## config.mk

```make
export PLATFORM = sky130hd
export DESIGN_NAME = reg_file_np
export DESIGN_NICKNAME = d
export VERILOG_FILES = /design/src/rtl/cpu_pkg.sv /design/src/rtl/rf_read_port.sv /design/src/rtl/reg_file_np.sv
export SDC_FILE = /design/constraint.sdc
export NUM_CORES = 1
export LEC_CHECK = 0
export ABC_AREA = 1
export CAP_MARGIN = 20
export CORE_UTILIZATION = 35
export CTS_BUF_LIST = sky130_fd_sc_hd__clkbuf_4 sky130_fd_sc_hd__clkbuf_8 sky130_fd_sc_hd__clkbuf_16
export DETAILED_ROUTE_END_ITERATION = 16
export PLACE_DENSITY = 0.56
export SYNTH_ARGS = -nofsm -noshare
export SYNTH_HDL_FRONTEND = slang
export SYNTH_SLANG_ARGS = --single-unit
```

## constraint.sdc

```tcl
create_clock -name clk -period 2.8 [get_ports clk]
set_clock_uncertainty 0.15 [all_clocks]
set_input_delay 0.84 -clock clk [delete_from_list [all_inputs] [get_ports clk]]
set_output_delay 0.84 -clock clk [all_outputs]
set_load 0.005 [all_outputs]
```

## src/rtl/cpu_pkg.sv

```systemverilog
// Shared datapath types and default sizes for the RISC CPU register file.
package cpu_pkg;

  localparam int DATAWIDTH_DEF = 16;
  localparam int REGS_DEF      = 8;
  localparam int ADDRW_DEF     = $clog2(REGS_DEF);

  typedef logic [ADDRW_DEF-1:0]     reg_addr_t;
  typedef logic [DATAWIDTH_DEF-1:0] word_t;

endpackage

```

## src/rtl/rf_read_port.sv

```systemverilog
// One register-file read port: range/zero/bypass select plus optional output register.
module rf_read_port #(
  parameter int DATAWIDTH = 16,
  parameter int REGS      = 8,
  parameter int ADDRW     = 3,
  parameter int ZERO_REG  = 1,
  parameter int BYPASS    = 1,
  parameter int REG_READ  = 0
) (
  input  logic                 clk,
  input  logic                 rst_n,
  input  logic                 re,
  input  logic [ADDRW-1:0]     raddr,
  input  logic                 wr_en,
  input  logic [ADDRW-1:0]     waddr,
  input  logic [DATAWIDTH-1:0] wdata,
  input  logic [DATAWIDTH-1:0] mem [REGS],
  output logic [DATAWIDTH-1:0] rdata,
  output logic                 rvalid
);

  localparam logic [ADDRW:0] REGS_W = (ADDRW+1)'(REGS);

  logic [DATAWIDTH-1:0] value;

  // wr_en is already qualified as a legal write, so bypass only needs the address match.
  always_comb begin
    value = '0;
    if ({1'b0, raddr} >= REGS_W) begin
      value = '0;
    end else if ((ZERO_REG != 0) && (raddr == '0)) begin
      value = '0;
    end else if ((BYPASS != 0) && wr_en && (waddr == raddr)) begin
      value = wdata;
    end else begin
      value = mem[raddr];
    end
  end

  if (REG_READ != 0) begin : g_reg
    always_ff @(posedge clk or negedge rst_n) begin
      if (!rst_n) begin
        rdata  <= '0;
        rvalid <= 1'b0;
      end else begin
        rvalid <= re;
        if (re) begin
          rdata <= value;
        end
      end
    end
  end else begin : g_comb
    logic unused_sigs;
    assign unused_sigs = ^{clk, rst_n};
    assign rdata  = value;
    assign rvalid = re;
  end

endmodule

```

## src/rtl/reg_file_np.sv

```systemverilog
// Multi-read-port register file: one synchronous write port, READ_PORTS read ports.
module reg_file_np
  import cpu_pkg::*;
#(
  parameter  int DATAWIDTH  = DATAWIDTH_DEF,
  parameter  int REGS       = REGS_DEF,
  parameter  int READ_PORTS = 2,
  parameter  int ZERO_REG   = 1,
  parameter  int BYPASS     = 1,
  parameter  int REG_READ   = 0,
  localparam int ADDRW      = $clog2(REGS)
) (
  input  logic                                  clk,
  input  logic                                  rst_n,
  input  logic                                  we,
  input  logic [ADDRW-1:0]                      waddr,
  input  logic [DATAWIDTH-1:0]                  wdata,
  input  logic [READ_PORTS-1:0]                 re,
  input  logic [READ_PORTS-1:0][ADDRW-1:0]      raddr,
  output logic [READ_PORTS-1:0][DATAWIDTH-1:0]  rdata,
  output logic [READ_PORTS-1:0]                 rvalid
);

  localparam logic [ADDRW:0] REGS_W = (ADDRW+1)'(REGS);

  logic [DATAWIDTH-1:0] mem [REGS];
  logic                 wr_legal;
  logic [REGS-1:0]      wsel;

  // Out-of-range addresses and (optionally) register 0 never take a write.
  assign wr_legal = we && ({1'b0, waddr} < REGS_W) &&
                    !((ZERO_REG != 0) && (waddr == '0));

  always_comb begin
    wsel = '0;
    for (int i = 0; i < REGS; i++) begin
      wsel[i] = wr_legal && (waddr == ADDRW'(i));
    end
  end

  always_ff @(posedge clk or negedge rst_n) begin
    if (!rst_n) begin
      for (int i = 0; i < REGS; i++) begin
        mem[i] <= '0;
      end
    end else begin
      for (int i = 0; i < REGS; i++) begin
        if (wsel[i]) begin
          mem[i] <= wdata;
        end
      end
    end
  end

  for (genvar p = 0; p < READ_PORTS; p++) begin : g_port
    rf_read_port #(
      .DATAWIDTH (DATAWIDTH),
      .REGS      (REGS),
      .ADDRW     (ADDRW),
      .ZERO_REG  (ZERO_REG),
      .BYPASS    (BYPASS),
      .REG_READ  (REG_READ)
    ) u_port (
      .clk    (clk),
      .rst_n  (rst_n),
      .re     (re[p]),
      .raddr  (raddr[p]),
      .wr_en  (wr_legal),
      .waddr  (waddr),
      .wdata  (wdata),
      .mem    (mem),
      .rdata  (rdata[p]),
      .rvalid (rvalid[p])
    );
  end

endmodule

```

* After elaboration in Yosys (flattened, before gate mapping)
Cells that the tools add are included.
** Word-level totals
- Bits in registers :: 128
- Bits of input ports :: 30
- Output and inout port bits :: 34
- Logic and storage cells :: 46
** Operators by class
- $lt $le $gt $ge :: 2
- Eq/ne operators :: 9
- Multiplexer cells :: 10
- Bitwise operators :: 2
- Reductions and logical operators :: 15
** Operators by type and width (number)
- $mux W16 :: 8
- $bmux W16 S3 :: 2
- $eq A3 B3 Y1 const B :: 4
- $logic_and A1 B1 Y1 :: 11
- $logic_not A3 Y1 :: 3
- $ge A4 B4 Y1 const B :: 2
- $not A3 Y4 :: 2
- $eq A3 B2 Y1 const B :: 2
- $eq A3 B3 Y1 :: 2
- $eq A3 B1 Y1 const B :: 1
- $logic_not A1 Y1 :: 1

* Longest topological paths before layout
Gate-level depths: netlist of run 1.
- Word-level depth :: 6
- Gate-level depth with buffers :: 10
- Depth with buffers taken out :: 8

* Hierarchy
From an unflattened synthesis of run 1, not the netlist that was laid out.
** Second synthesis, totals
- Cells, all modules :: 1262
- Area total of the unflattened synthesis :: 8139.1 um^2
** By module, submodules not included
- reg_file_np :: times used 1, cells each 526, area each 4825.9 um^2, seq. area each 3203.1 um^2
- rf_read_port :: times used 2, cells each 368, area each 1656.6 um^2, seq. area each 0.0 um^2

* Least setup slack after synthesis of run 1
OpenSTA, ideal clock, no wires.
- Path kind :: input to output
- Start :: input raddr[4] in the netlist's numbering
- End :: output rdata[16] in the netlist's numbering
- Data arrival time :: 1.745 ns
- Data required time :: 1.810 ns
- Slack :: 0.065 ns
- Cell stages on the path :: 10
- Path buffers :: 2
- Cells stage by stage :: buf_2 > inv_2 > nand2_1 > nand2_1 > nor2_4 > nand2_2 > buf_6 > nand2_1 > nor2_1 > nor2_1
** RTL lines
- from (decl) :: RTL line reg_file_np.sv:19 : input logic [READ_PORTS-1:0][ADDRW-1:0] raddr,
- to (decl) :: RTL line reg_file_np.sv:20 : output logic [READ_PORTS-1:0][DATAWIDTH-1:0] rdata,

==> results of run 1 <==
-- worst paths after layout --
kind	from	to
setup reg to reg	mem[97]	mem[97]
max in group asynchronous	rst_n	mem[1]
setup / recovery	raddr[3]	rdata[21]
min in group clk	mem[119]	mem[119]
hold reg to reg	mem[119]	mem[119]
hold / removal	rst_n	mem[119]
-- power groups by stage --
| stage | Sequential [mW] | Clock [mW] | Combinational [mW] |
|---|---|---|---|
| after floorplan | 2.37 | 0 | 0.822 |
| after global placement | 2.44 | 0 | 1.42 |
| after detailed placement | 2.44 | 0 | 1.44 |
| after CTS | 2.42 | 2.50 | 1.56 |
| after global routing | 2.47 | 2.59 | 1.80 |
| final | 2.43 | 2.48 | 1.63 |
-- Yosys cell counts --
master      n
buf_6       1
buf_4       4
inv_1      17
nand2_2     3
a21oi_1    50
dfrtp_1   128
o21ai_0    61
nor3_2      1
clkbuf_1   46
buf_1       5
o21ai_1    35
buf_2      37
nand2_1   441
nor2_4      4
inv_2      11
nand3_1   193
nor2_1     84
clkinv_2    1
-- cell families after synthesis --
kind of cell / after synthesis / share of synthesized area
AND/OR/NAND/NOR: 726 / 0.403
flip-flops: 128 / 0.429
buffers and inverters: 122 / 0.0707
AO/OA/AOI/OAI: 146 / 0.0978
-- layer usage --
metal | GRT usage | share of wire
met5 | 0 | 0
met4 | 0.124 | 0.033
met3 | 0.0598 | 0.062
met2 | 0.420 | 0.46
met1 | 0.365 | 0.44
-- critical path, cell delays in order --
cell	delay, ns
buf_12	0.12
buf_12	0.15
nand2_4	0.07
nand2_4	0.05
nor2_4	0.16
nand2_4	0.12
buf_12	0.17
nand2_2	0.05
nor2_1	0.04
nor2_1	0.14
buf_2	0.14
-- cell type report --
cell class	instances	area [sq um]	area share
timing repair buffer	204	2170	0.202
sequential	128	3200	0.298
tap	275	344	0.0320
clock buffer	19	447	0.0415
multi-input combinational	872	4230	0.394
clock inverter	13	211	0.0197
inverter	29	146	0.0136
-- per-stage QoR --
| stage | hold slack (ns) | TNS, ns | power [mW] |
|---|---|---|---|
| after floorplan | 0.301 | 0 | 3.19 |
| after CTS | 0.256 | -4.90 | 6.48 |
| after global routing | 0.261 | -6.37 | 6.87 |
| final | 0.245 | -4.67 | 6.53 |
| after global placement | 0.241 | -32.78 | 3.86 |
| after detailed placement | 0.241 | -32.91 | 3.89 |
-- what timing repair did --
item,in CTS,in global routing
gates resized for setup,311,77
hold buffers,0,0
setup endpoints to repair,32,32
gates cloned,5,0
buffers inserted,24,5
pin swaps,59,51
==> impl_metrics.yaml, run 1 <==
placed_design:
  dpl_cell_area_sq_um: 9180
  place_ws_ns: -1.16
  port-buffer-count: 59
  place_hpwl_um: 19400
  dpl.cell_count: 1483
  gp_congestion: 0.874
power_and_ir_drop:
  p_int_mw: 4.50
  switching_share: 0.311
  netSwitchingPower_mw: 2.03
  ir_worst_vdd_v: 0.000321
  pwr-share-comb: 0.249
  p_seq_frac: 0.371
  p_per_area_nw_per_um2: 607
  pwr-share-clk: 0.379
  p_leak_nw: 5.24
layout:
  largest_reg_flops: 128
  final_cell_mix: "401 x nand2_1, 162 x nand3_1, 128 x dfrtp_1"
  reg.largest.list: "mem (128)"
  n_fill_cell: 2072
  antennaDiodeCount: 0
  final_util: 0.513
  synthToLayoutAreaGrowth_pct: 43.9
  top_register: "mem"
  final_common_cell: "nand2_1"
  drive_gt1_frac: 0.277
  nNetsFinal: 1282
  stdcell_area_sq_um: 10800
  stdcell_count: 1540
yosys:
  synth-seq-area-share: 0.429
  syn_area_sq_um: 7470
  yosys-top-cells-area: "dfrtp_1 43%, nand2_1 22%, nand3_1 13%, nor2_1 4.2%, o21ai_0 4.1%"
  synth.top_cell.area_share: 0.429
  avgSynthCellArea_sq_um: 6.66
  syn-num-nets: 1152
  syn-instance-count: 1122
  yosys.area.top_type: "dfrtp_1"
  synth.distinct_cells: 18
  ys_ff_latch: 128
  synth_warnings: 0
worst_setup_path:
  path_class: "in -> out"
  worstPathRequired_ns: 1.81
  critPathMaxFanout: 6
  cp-end-kind: "output port"
  rrSetupSlack_ns: 1.95
  worstSetupStartpointType: "primary input"
  cp.arrival_ns: 2.05
  ff2ff_path_depth: 2
sta:
  fin_crit_sh: 1.09
  relSlewSlack: 0.622
  setup_viol: 32
  min_period_ns: 3.04
  worstMarginPinSlew_ns: 0.567
  rsz0062_at_grt: "true"
  max_freq_ghz: 0.329
  finalWorstSetupSlack_ns: -0.242
  drv_slew: 0
  hold_viol_final: 0
global_route:
  grt_overflow: 0
  grt_usage: 0.273
  grt_pass1_vias: 7818
  antenna_found_initial: 0
  grt_max_degree: 56
  grt_first_pass_wirelength_um: 44900
floorplanning:
  dieArea_sq_um: 21900
  io_pins: 64
  core_sq_um: 21000
  start_util: 0.357
  die_w_um: 148
  die_y_um: 148
  std_cell_rows: 53
detailed_routing:
  drt_iter0_drc: 865
  drc_errors: 1
  vias: 8179
  routedWlPerCell_um: 18.6
  dr.pass1.iters: 13
  ant_nets: 0
  wl_um: 28600
  viasPerCell: 5.31
cts:
  clock_sinks: 128
  cts_tree: "done"
  cts_root_buffer: "clkbuf_16"
  clock_latency_ns: 0.43
  cts_buffers: 17
  htreeDepth: 4
  cts.clk_slew.worst_paths_ns: 0.06
  clk_path_buf_depth: 2
status:
  status: "finished with violations"
  violations: "design-rule violations, negative setup slack"
hold_path:
  hold_class: "in -> async"
run:
  cap_violations: 0
Note: power is estimated with default switching activity, not from simulation.
==> inputs of run 2 (changes only) <==
--- a/config.mk
+++ b/config.mk
@@ -7,10 +7,10 @@
 export LEC_CHECK = 0
 export ABC_AREA = 1
 export CAP_MARGIN = 20
-export CORE_UTILIZATION = 35
+export CORE_UTILIZATION = 59
 export CTS_BUF_LIST = sky130_fd_sc_hd__clkbuf_4 sky130_fd_sc_hd__clkbuf_8 sky130_fd_sc_hd__clkbuf_16
 export DETAILED_ROUTE_END_ITERATION = 16
-export PLACE_DENSITY = 0.56
+export PLACE_DENSITY_LB_ADDON = 0.08
 export SYNTH_ARGS = -nofsm -noshare
 export SYNTH_HDL_FRONTEND = slang
 export SYNTH_SLANG_ARGS = --single-unit
==> impl_metrics.yaml, run 2 (synthesized netlist as in run 1, its figures left out) <==
floorplanning:
  std_cell_rows: 40
  core_sq_um: 12200
  start_util: 0.614
  die_y_um: 115
  die_w_um: 115
  io_pins: 64
  dieArea_sq_um: 13100
worst_setup_path:
  ff2ff_path_depth: 2
  worstPathRequired_ns: 1.81
  cp.arrival_ns: 2.09
  rr_endpoint: "mem[111]"
  critPathMaxFanout: 5
  worstSetupStartpointType: "primary input"
  cp-end-kind: "output port"
  path_class: "in -> out"
  r2r_start: "mem[111]"
  rrSetupSlack_ns: 1.81
layout:
  nNetsFinal: 1239
  final_common_cell: "nand2_1"
  reg.largest.list: "mem (128)"
  largest_reg_flops: 128
  final_cell_mix: "406 x nand2_1, 186 x nand3_1, 128 x dfrtp_1"
  top_register: "mem"
  stdcell_area_sq_um: 9920
  synthToLayoutAreaGrowth_pct: 32.7
  drive_gt1_frac: 0.225
sta:
  hold_viol_final: 0
  max_freq_ghz: 0.324
  finalSetupTns_ns: -6.81
  fin_crit_sh: 1.10
  rsz0062_at_grt: "true"
  setup_viol: 32
  relSlewSlack: 0.680
  min_period_ns: 3.08
  finalWorstSetupSlack_ns: -0.284
  whs_ns: 0.225
  drv_slew: 0
  worstMarginPinSlew_ns: 0.480
placed_design:
  port-buffer-count: 59
  place_hpwl_um: 16900
  dpl_cell_area_sq_um: 8680
  gp_congestion: 0.951
cts:
  cts_tree: "done"
  cts_buffers: 17
  cts_hold_buf: 0
  htreeDepth: 4
  clock_latency_ns: 0.42
  cts_root_buffer: "clkbuf_16"
  clk_path_buf_depth: 2
  cts.clk_slew.worst_paths_ns: 0.05
  clock_sinks: 128
power_and_ir_drop:
  p_per_area_nw_per_um2: 640
  p_leak_nw: 4.92
  report.power.total_mw: 6.34
  ir_worst_vdd_v: 0.000577
global_route:
  met3_usage: 0.138
  use_met1: 0.553
  grt_max_degree: 48
  grt_overflow: 0
  grt_pass1_vias: 8085
  grt-busiest-layer: "met2"
  grt_first_pass_wirelength_um: 43200
  grt_usage: 0.445
  antenna_found_initial: 1
  grt_use_met2: 0.676
detailed_routing:
  viasPerCell: 6.39
  wl_um: 29500
  drt_iter0_drc: 1459
  ant_nets: 0
  vias: 8871
  routedWlPerCell_um: 21.3
  dr.pass1.iters: 9
  drc_errors: 0
status:
  violations: "negative setup slack"
  status: "finished with violations"
run:
  cap_violations: 0
hold_path:
  hold_class: "in -> async"
run 2: cell types whose count changed in the layout (fill, tap and decap cells not counted), moves of 5 or more:
cell / change
nand2_4: -5
nor2_4: +9
buf_12: -10
buf_6: -7
nand2_1: +5
nor2_2: -5
buf_8: -9
buf_4: -19
nand3_2: -23
nand3_1: +24
run 2: critical path: stages:
cell     delay, ns
buf_4         0.14
nand2_1       0.10
nand2_2       0.09
nor2_4        0.17
nand2_4       0.08
buf_6         0.14
buf_12        0.15
nand2_4       0.07
nor2_4        0.03
nor2_2        0.14
buf_2         0.15
run 2: cell type report:
cell class	count	area (sq um)
clock inverters	5	103
fillers	762	2250
flip-flops and latches	128	3200
well taps	168	210
inverters	29	141
repair inverters	1	16.3
multi-input cells	872	4140
diodes	1	2.50
repair buffers	160	1590
clock buffers	24	509
run 2: worst max path at each step:
| stage | from | endpoint | slack [ns] | depth (start not counted) |
|---|---|---|---|---|
| 2_1_floorplan | raddr[4] | rdata[16] | 0.07 | 10 |
| 3_3_place_gp | raddr[5] | rdata[28] | -1.03 | 8 |
| 3_5_place_dp | waddr[1] | rdata[12] | -1.06 | 11 |
| 4_1_cts | waddr[0] | rdata[28] | -0.19 | 12 |
| 5_1_grt | raddr[3] | rdata[20] | -0.31 | 9 |
| 6_report | raddr[5] | rdata[19] | -0.28 | 11 |
run 2: routing by layer:
metal  vias up  part of all wire  routed length, um
met1      3992              0.35              10200
li1       3796                 -                  -
met5         -           0.00044                 13
met4         2             0.074               2180
met2       847              0.44              13100
met3       234              0.14               4040
run 2: what timing repair did:
item                       CTS  global route
cloned                       4             0
gates resized for setup    270            63
pin swaps                   33            31
buffers inserted            12             2
setup endpoints to repair   32            32
hold endpoints to repair     0             0
run 2: power by group:
part           leakage (nW)  internal [mW]  switching [mW]
clock                 0.301           1.52           0.790
sequential             1.61           2.16           0.268
combinational          3.01          0.649           0.953
run 2: through the flow:
step | utilization | setup slack, ns | instances
2_1_floorplan | - | 0.0650 | 1122
3_3_place_gp | 0.714 | -1.03 | 1341
3_5_place_dp | 0.714 | -1.06 | 1341
4_1_cts | 0.795 | -0.192 | 1386
5_1_grt | 0.815 | -0.306 | 1387
6_report | 0.815 | -0.284 | 1388
